--- config.mk ---
export PLATFORM = sky130hd
export DESIGN_NAME = ov7670_sccb_sender_flat
export DESIGN_NICKNAME = d
export VERILOG_FILES = /design/src/rtl/ov7670_sccb_sender_if.sv /design/src/rtl/ov7670_sccb_sender.sv /design/src/flat_wrapper.sv
export SDC_FILE = /design/constraint.sdc
export NUM_CORES = 1
export LEC_CHECK = 0
export CAP_MARGIN = 20
export CORE_MARGIN = 4
export CORE_UTILIZATION = 35
export DETAILED_ROUTE_END_ITERATION = 16
export GPL_ROUTABILITY_DRIVEN = 0
export GPL_TIMING_DRIVEN = 0
export PLACE_DENSITY = 0.58
export RECOVER_POWER = 50
export SYNTH_ARGS = -nofsm -noshare
export SYNTH_HDL_FRONTEND = slang
export SYNTH_SLANG_ARGS = --single-unit
--- constraint.sdc ---
create_clock -name clk -period 2.9 [get_ports clk]
set_clock_uncertainty 0.15 [all_clocks]
set_input_delay 0.58 -clock clk [delete_from_list [all_inputs] [get_ports clk]]
set_output_delay 0.58 -clock clk [all_outputs]
set_load 0.01 [all_outputs]
--- src/rtl/ov7670_sccb_sender_if.sv ---
// Command/handshake and SCCB pin bundle between the register table and the sender.
// The table side uses master and the sender uses slave.
interface ov7670_sccb_sender_if;
  logic        send;
  logic [15:0] command;
  logic        finished;
  logic        taken;
  logic        busy;
  logic        sioc;
  logic        siod_o;
  logic        siod_oe;

  modport master (
    output send, command, finished,
    input  taken, busy, sioc, siod_o, siod_oe
  );

  modport slave (
    input  send, command, finished,
    output taken, busy, sioc, siod_o, siod_oe
  );
endinterface

--- src/rtl/ov7670_sccb_sender.sv ---
// Serialises {reg_addr, value} commands into 3-phase SCCB writes (START, 27 bits, STOP).
// All pin outputs are registered and are loaded with the value for the quarter being entered.
module ov7670_sccb_sender #(
  parameter int         CLK_DIV   = 250,
  parameter logic [7:0] DEVICE_ID = 8'h42
) (
  input logic                  clk,
  input logic                  rst,
  ov7670_sccb_sender_if.slave  bus
);

  localparam int DIV_W = (CLK_DIV > 1) ? $clog2(CLK_DIV) : 1;

  typedef enum logic [1:0] {IDLE, START, BITS, STOP} state_t;

  state_t           state;
  logic [1:0]       quarter;
  logic [4:0]       bit_idx;
  logic [DIV_W-1:0] div;
  logic [26:0]      shreg;
  logic             tick;

  assign tick = (div == DIV_W'(CLK_DIV - 1));

  // Bits 8, 17 and 26 are the slave's ACK/don't-care slots; the line is released there.
  function automatic logic ack_slot(input logic [4:0] b);
    return (b == 5'd8) || (b == 5'd17) || (b == 5'd26);
  endfunction

  // NOTE: the shift register is reset too; it is only 27 flops and keeps simulation X-free.
  always_ff @(posedge clk or posedge rst) begin
    if (rst) begin
      state       <= IDLE;
      quarter     <= '0;
      bit_idx     <= '0;
      div         <= '0;
      shreg       <= '0;
      bus.taken   <= 1'b0;
      bus.busy    <= 1'b0;
      bus.sioc    <= 1'b1;
      bus.siod_o  <= 1'b1;
      bus.siod_oe <= 1'b1;
    end else begin
      // NOTE: non-blocking throughout, so every branch sees the pre-edge state.
      bus.taken <= 1'b0;
      if (state == IDLE) begin
        if (bus.send && !bus.finished) begin
          shreg       <= {DEVICE_ID, 1'b1, bus.command[15:8], 1'b1, bus.command[7:0], 1'b1};
          div         <= '0;
          quarter     <= '0;
          bit_idx     <= '0;
          state       <= START;
          bus.taken   <= 1'b1;
          bus.busy    <= 1'b1;
          bus.sioc    <= 1'b1;
          bus.siod_o  <= 1'b1;
          bus.siod_oe <= 1'b1;
        end
      end else if (!tick) begin
        div <= div + 1'b1;
      end else begin
        div     <= '0;
        quarter <= quarter + 2'd1;
        case (state)
          START: begin
            if (quarter == 2'd3) begin
              state       <= BITS;
              bit_idx     <= '0;
              bus.sioc    <= 1'b0;
              bus.siod_o  <= shreg[26];
              bus.siod_oe <= 1'b1;
            end else begin
              bus.siod_o <= (quarter == 2'd0);
            end
          end
          BITS: begin
            if (quarter == 2'd3) begin
              shreg    <= {shreg[25:0], 1'b0};
              bus.sioc <= 1'b0;
              if (bit_idx == 5'd26) begin
                state       <= STOP;
                bus.siod_o  <= 1'b0;
                bus.siod_oe <= 1'b1;
              end else begin
                bit_idx     <= bit_idx + 5'd1;
                bus.siod_o  <= shreg[25];
                bus.siod_oe <= !ack_slot(bit_idx + 5'd1);
              end
            end else begin
              bus.sioc <= (quarter != 2'd0);
            end
          end
          STOP: begin
            bus.sioc <= 1'b1;
            if (quarter == 2'd3) begin
              state      <= IDLE;
              bus.busy   <= 1'b0;
              bus.siod_o <= 1'b1;
            end else begin
              bus.siod_o <= (quarter != 2'd0);
            end
          end
          default: state <= IDLE;
        endcase
      end
    end
  end

endmodule
--- src/flat_wrapper.sv ---
// flat-port wrapper written by rule: the top's interface ports become plain ports
module ov7670_sccb_sender_flat 
#(
  parameter int         CLK_DIV   = 250,
  parameter logic [7:0] DEVICE_ID = 8'h42
)
  (clk, rst, bus_send, bus_command, bus_finished, bus_taken, bus_busy, bus_sioc, bus_siod_o, bus_siod_oe);
  ov7670_sccb_sender_if bus_i ();
  input logic clk;
  input logic rst;
  input wire logic [$bits(bus_i.send)-1:0] bus_send;
  input wire logic [$bits(bus_i.command)-1:0] bus_command;
  input wire logic [$bits(bus_i.finished)-1:0] bus_finished;
  output wire logic [$bits(bus_i.taken)-1:0] bus_taken;
  output wire logic [$bits(bus_i.busy)-1:0] bus_busy;
  output wire logic [$bits(bus_i.sioc)-1:0] bus_sioc;
  output wire logic [$bits(bus_i.siod_o)-1:0] bus_siod_o;
  output wire logic [$bits(bus_i.siod_oe)-1:0] bus_siod_oe;
  assign bus_i.send = bus_send;
  assign bus_i.command = bus_command;
  assign bus_i.finished = bus_finished;
  assign bus_taken = bus_i.taken;
  assign bus_busy = bus_i.busy;
  assign bus_sioc = bus_i.sioc;
  assign bus_siod_o = bus_i.siod_o;
  assign bus_siod_oe = bus_i.siod_oe;
  ov7670_sccb_sender #(.CLK_DIV(CLK_DIV), .DEVICE_ID(DEVICE_ID)) u_core (.clk(clk), .rst(rst), .bus(bus_i));
endmodule
==> After elaboration in Yosys (flattened, before gate mapping) <==
Cells that the tools add are included.
Widths: inputs -> output; s select.
{ "word_totals": {"wordCells": 100, "ff_bits": 49, "output_inout_bits": 5} }
{ "classes": {"mux": 50, "n_eq_ne": 15, "n_reduce_logical": 22, "add_sub_neg": 3} }
{ "ops": {"columns": ["op", "count"], "rows": [
  ["$mux 27", 5],
  ["$mux 5", 6],
  ["$mux 8", 3],
  ["$mux 1", 21],
  ["$mux 2", 10],
  ["$reduce_and 4->1", 4],
  ["$eq 5x5->1 const B", 3],
  ["$ne 3x1->1 const B", 4],
  ["$reduce_and 6->1", 2],
  ["$pmux 5 s2", 1],
  ["$reduce_bool 2->1", 5],
  ["$add 8x1->8 const B", 1],
  ["$eq 8x8->1 const B", 1],
  ["$eq 2x2->1 const B", 3],
  ["$pmux 1 s3", 2],
  ["$pmux 2 s3", 1],
  ["$add 5x1->5 const B", 1],
  ["$eq 5x4->1 const B", 1],
  ["$reduce_and 5->1", 1],
  ["$logic_not 2->1", 2],
  ["$reduce_bool 4->1", 1],
  ["$ne 3x2->1 const B", 1],
  ["$reduce_bool 3->1", 1],
  ["$add 2x1->2 const B", 1],
  ["other kinds (7)", 9]
]} }

==> Logic depth before layout (Yosys ltp) <==
{ "logic_depth": {"word_depth": 10, "mapped_depth": 8, "mapped_depth_nobuf": 7} }

==> Least setup slack after synthesis <==
No wires, ideal clock.
{ "synth_path": {"kind": "reg2reg", "from": "register u_core.state[0]", "to": "register u_core.shreg[0]", "t_arrival_ps": 1790, "slack_ps": 824, "n_path_buf": 3, "stages_incl_launch_ff": 9, "cell_sequence": "dfrtp_1 -> inv_1 -> ha_1 -> clkbuf_2 -> o31a_2 -> nor2_2 -> buf_4 -> buf_2 -> o21ai_0"} }
{ "synth_between": {"elab_chain_len": 3} }
{ "synth_rtl": {"columns": ["element", "line_no", "source"], "rows": [
  ["from (decl)", "ov7670_sccb_sender.sv:16", "state_t state;"],
  ["from (signal assigned)", "ov7670_sccb_sender.sv:33", "state <= IDLE;"],
  ["from (signal assigned)", "ov7670_sccb_sender.sv:52", "state <= START;"],
  ["from (signal assigned)", "ov7670_sccb_sender.sv:67", "state <= BITS;"],
  ["$logic_not 2->1 / $eq 2x2->1 (equally long branches)", "ov7670_sccb_sender.sv:46, ov7670_sccb_sender.sv:64", null],
  ["$ne 2x2->1 (no line) / $reduce_bool 2->1 (equally long branches)", null, null],
  ["$reduce_and 4->1 (no line)", null, null],
  ["to (signal assigned)", "ov7670_sccb_sender.sv:48", "shreg <= {DEVICE_ID, 1'b1, bus.command[15:8], 1'b1, bus.command[7:0], 1'b1};"],
  ["to (signal assigned)", "ov7670_sccb_sender.sv:78", "shreg <= {shreg[25:0], 1'b0};"],
  ["to (decl)", "ov7670_sccb_sender.sv:20", "logic [26:0] shreg;"]
]} }
Several ways; a longest one is shown, not always the timed one.
A chain may end at the register's enable or synchronous reset.

==> Worst setup path after layout <==
Same ends and word-level chain as after synthesis.

==> run_results.csv <==
group,metric,value,unit
power,p_leak,1.39,nW
power,ir_worst_vdd,0.175,mV
global_route,grt_antenna_before_repair,0,
synth,avgSynthCellArea,9.84,µm²
synth,yosys-top-cells-area,"dfrtp_1 (43%), mux2i_1 (7.6%), ha_1 (7.1%)",
critical_path,reg2reg_from,"u_core.state[0]",
global_route,grt_pass1_wl,9.28,mm
cts,clkLatencyLatePin,0.30,ns
critical_path,crit_cells,8,
critical_path,worst-path-buf-inv,4,
sta,relSlewSlack,50.4,%
critical_path,critPathTopFamily,"buffers and inverters",
drt,wire_per_inst,12.9,µm
placed_design,hpwlAfterDp,3.73,mm
sta,min_period,2.47,ns
critical_path,critical_path_class,"reg -> reg",
synth,synth-seq-cells,49,
cts,cts_tree,"yes",
cts,postCtsHoldBufs,0,
flow_run,drv_cap,0,
floorplan,die_h,95.0,µm
cts,htreeDepth,2,
synth,synth.most_common_cell,"dfrtp_1",
synth,ys_async_sr_fraction,100,%
synth,yosysTopAreaCell,"dfrtp_1",
synth,yosysWarningCount,0,
placed_design,post-place-ws,0.248,ns
drt,post-route-drc-count,0,
finish,final_layout_size_suffix_gt1_share,11.0,%
drt,drt_iter0_markers,49,
synth,synthesis.area,2650,µm²
drt,routed_wl,5.16,mm
synth,synthCells,269,
sta,rsz0062_at_grt,"no",
synth,synth_common_cells,"dfrtp_1 (46), o21ai_0 (29), nor2_1 (27)",
critical_path,critical_path_arrival,2.49,ns
worst_hold_path,hold_class,"reg -> reg",
critical_path,critPathRequiredTime,2.92,ns
critical_path,path_cells,"inv_1, ha_1, clkbuf_2, o31a_2, nor2_2, buf_4, buf_2, o21ai_0",
floorplan,die-area,9020,µm²
sta,setup_ws,0.434,ns
critical_path,endpoint_kind,"flip-flop",
synth,synth_nets,304,
sta,min_period_over_period,85.0,%
cts,cts_buffer_depth,2,
cts,cts_root_buf,"clkbuf_8",
sta,tns,0,ns
cts,postCtsSetupRepairBufs,0,
power,powerDensity,387,nW/µm²
floorplan,core,7290,µm²
finish,fill_cells,747,
sta,finalHoldViolCount,0,
synth,synth_cell_types,40,
sta,slew_viol_final,0,
critical_path,startpoint,"u_core.state[0]",
critical_path,r2r_slack,0.43,ns
sta,fmax,406,MHz
drt,viasPerCell,4.88,
synth,synth_enable_flop_cells,0,
finish,diodes,0,
critical_path,worstPathMaxFanout,10,
synth,synth_ff_type,"dfrtp_1",
finish,synthToLayoutAreaGrowth,17.9,%
floorplan,die_width,95.0,µm
critical_path,critPathSlowestCell,"dfrtp_1",
sta,worstMarginPinSlew,0.744,ns
synth,yosys.area.top_type_share,43.5,%
placed_design,io_buffers,24,
critical_path,reg2reg_to,"u_core.shreg[0]",
cts,path_clk_slew,0.09,ns
worst_hold_path,whs_path_depth,2,
floorplan,ios,25,
global_route,grt.total_usage,13.0,%
cts,cts_num_sinks,49,
critical_path,start_kind,"flip-flop",
critical_path,worst_path_largest_cell_delay,0.44,ns
finish,nets,336,
floorplan,rows,31,
drt,ant_nets,0,
floorplan,floorplan.initialDensity,36.3,%
cts,cts_buffers,5,
worst_hold_path,min_from,"u_core.bus.siod_oe",
global_route,grt_max_degree,31,
drt,firstDrtPassIters,4,
status,status,"completed",
worst_hold_path,min_to,"u_core.bus.siod_oe",
critical_path,r2r_cells,8,
sta,finalSetupViolations,0,
synth,ys_seq_area_share,46.5,%
drt,vias,1951,
global_route,grt_pass1_vias,1951,
global_route,overflow,0,
cts,cts_resized,0,
-- cell families (layout without fill, tap and decap cells) --
kind of cell    count (synthesis)  count (layout)  share of synthesized area [%]
compound gates                 75              75                           17.1
xor+xnor                        2               2                          0.662
fa+ha+maj                      15              15                           7.09
buf+inv                        34              66                           5.39
flops                          49              49                           46.5
mux                            24              24                           9.27
simple gates                   70              70                           14.0
-- how the worst max path moves through the flow --
stage,to
4_1_cts,u_core.div[3]
3_3_place_gp,u_core.bit_idx[2]
6_report,u_core.shreg[0]
3_5_place_dp,u_core.shreg[0]
2_1_floorplan,u_core.shreg[0]
5_1_grt,u_core.div[5]
-- cells in the final DEF, fill, tap and decap left out, types with 2 or more instances in the layout --
master / Yosys / routed
a21oi_1: 25 / 25
a2bb2oi_1: 2 / 2
a31oi_1: 2 / 2
buf_2: 5 / 5
buf_4: 2 / 2
clkbuf_1: 4 / 4
clkbuf_2: 1 / 2
clkbuf_8: 0 / 5
clkdlybuf4s50_1: 0 / 22
dfrtp_1: 46 / 46
dfstp_2: 3 / 3
dlygate4sd3_1: 0 / 2
ha_1: 15 / 15
inv_1: 22 / 22
mux2_2: 4 / 4
mux2i_1: 20 / 20
nand2_1: 9 / 9
nand2b_1: 3 / 3
nand3_1: 14 / 14
nand3b_1: 2 / 2
nor2_1: 27 / 27
nor2b_1: 4 / 4
nor3_1: 2 / 2
o21ai_0: 29 / 29
o21ai_1: 2 / 2
o22a_1: 4 / 4
o31ai_1: 3 / 3
or4_1: 3 / 3
xnor2_1: 2 / 2
-- routing by layer --
layer | global-route usage, % | vias to the layer above | part of all wire (%)
met5 | 0 | - | 0
met4 | 3.61 | 0 | 1.2
met3 | 2.55 | 7 | 3.5
met2 | 21.4 | 25 | 46
met1 | 17.4 | 925 | 49
li1 | - | 994 | -
-- registers in the layout, indices dropped and copies added, names as in the netlist --
signal              flops
u_core.state            2
u_core.bus.taken        1
u_core.bus.busy         1
u_core.bus.siod_oe      1
u_core.shreg           27
u_core.bus.sioc         1
u_core.bit_idx          5
u_core.quarter          2
u_core.bus.siod_o       1
u_core.div              8
-- metrics by stage --
stage	util [%]	hold slack, ns	instances	total power (W)	cell area, µm²
6_report	42.8	0.315	400	0.00121	3120
5_1_grt	42.8	0.347	400	0.00126	3120
4_1_cts	43.0	0.319	400	0.00123	3130
3_5_place_dp	41.6	0.305	393	0.000742	3030
3_3_place_gp	41.3	0.307	392	0.000738	3010
2_1_floorplan	-	0.310	269	0.000707	2650
-- tightest hold or removal path, delay by kind of cell, from the launching register on --
kind | cells | cell delay (ns)
compound gates | 1 | 0.05
buf+inv | 1 | 0.04
flops | 1 | 0.38
-- area by class of cell --
| cell class | instances | area, µm² | share of cell area [%] |
|---|---|---|---|
| repair buffers | 25 | 245 | 7.86 |
| plain buffers | 12 | 60.1 | 1.93 |
| flip-flops and latches | 49 | 1230 | 39.4 |
| clock buffers | 5 | 68.8 | 2.21 |
| clock inverters | 2 | 35.0 | 1.12 |
| well taps | 99 | 124 | 3.97 |
| inverters | 22 | 82.6 | 2.65 |
| multi-input cells | 186 | 1270 | 40.8 |
-- power by group --
part           switching (W)  internal [W]
logic              0.0000174     0.0000232
clock network       0.000231      0.000251
registers                  0      0.000683
total               0.000249      0.000957
(Power assumes the default switching activity.)
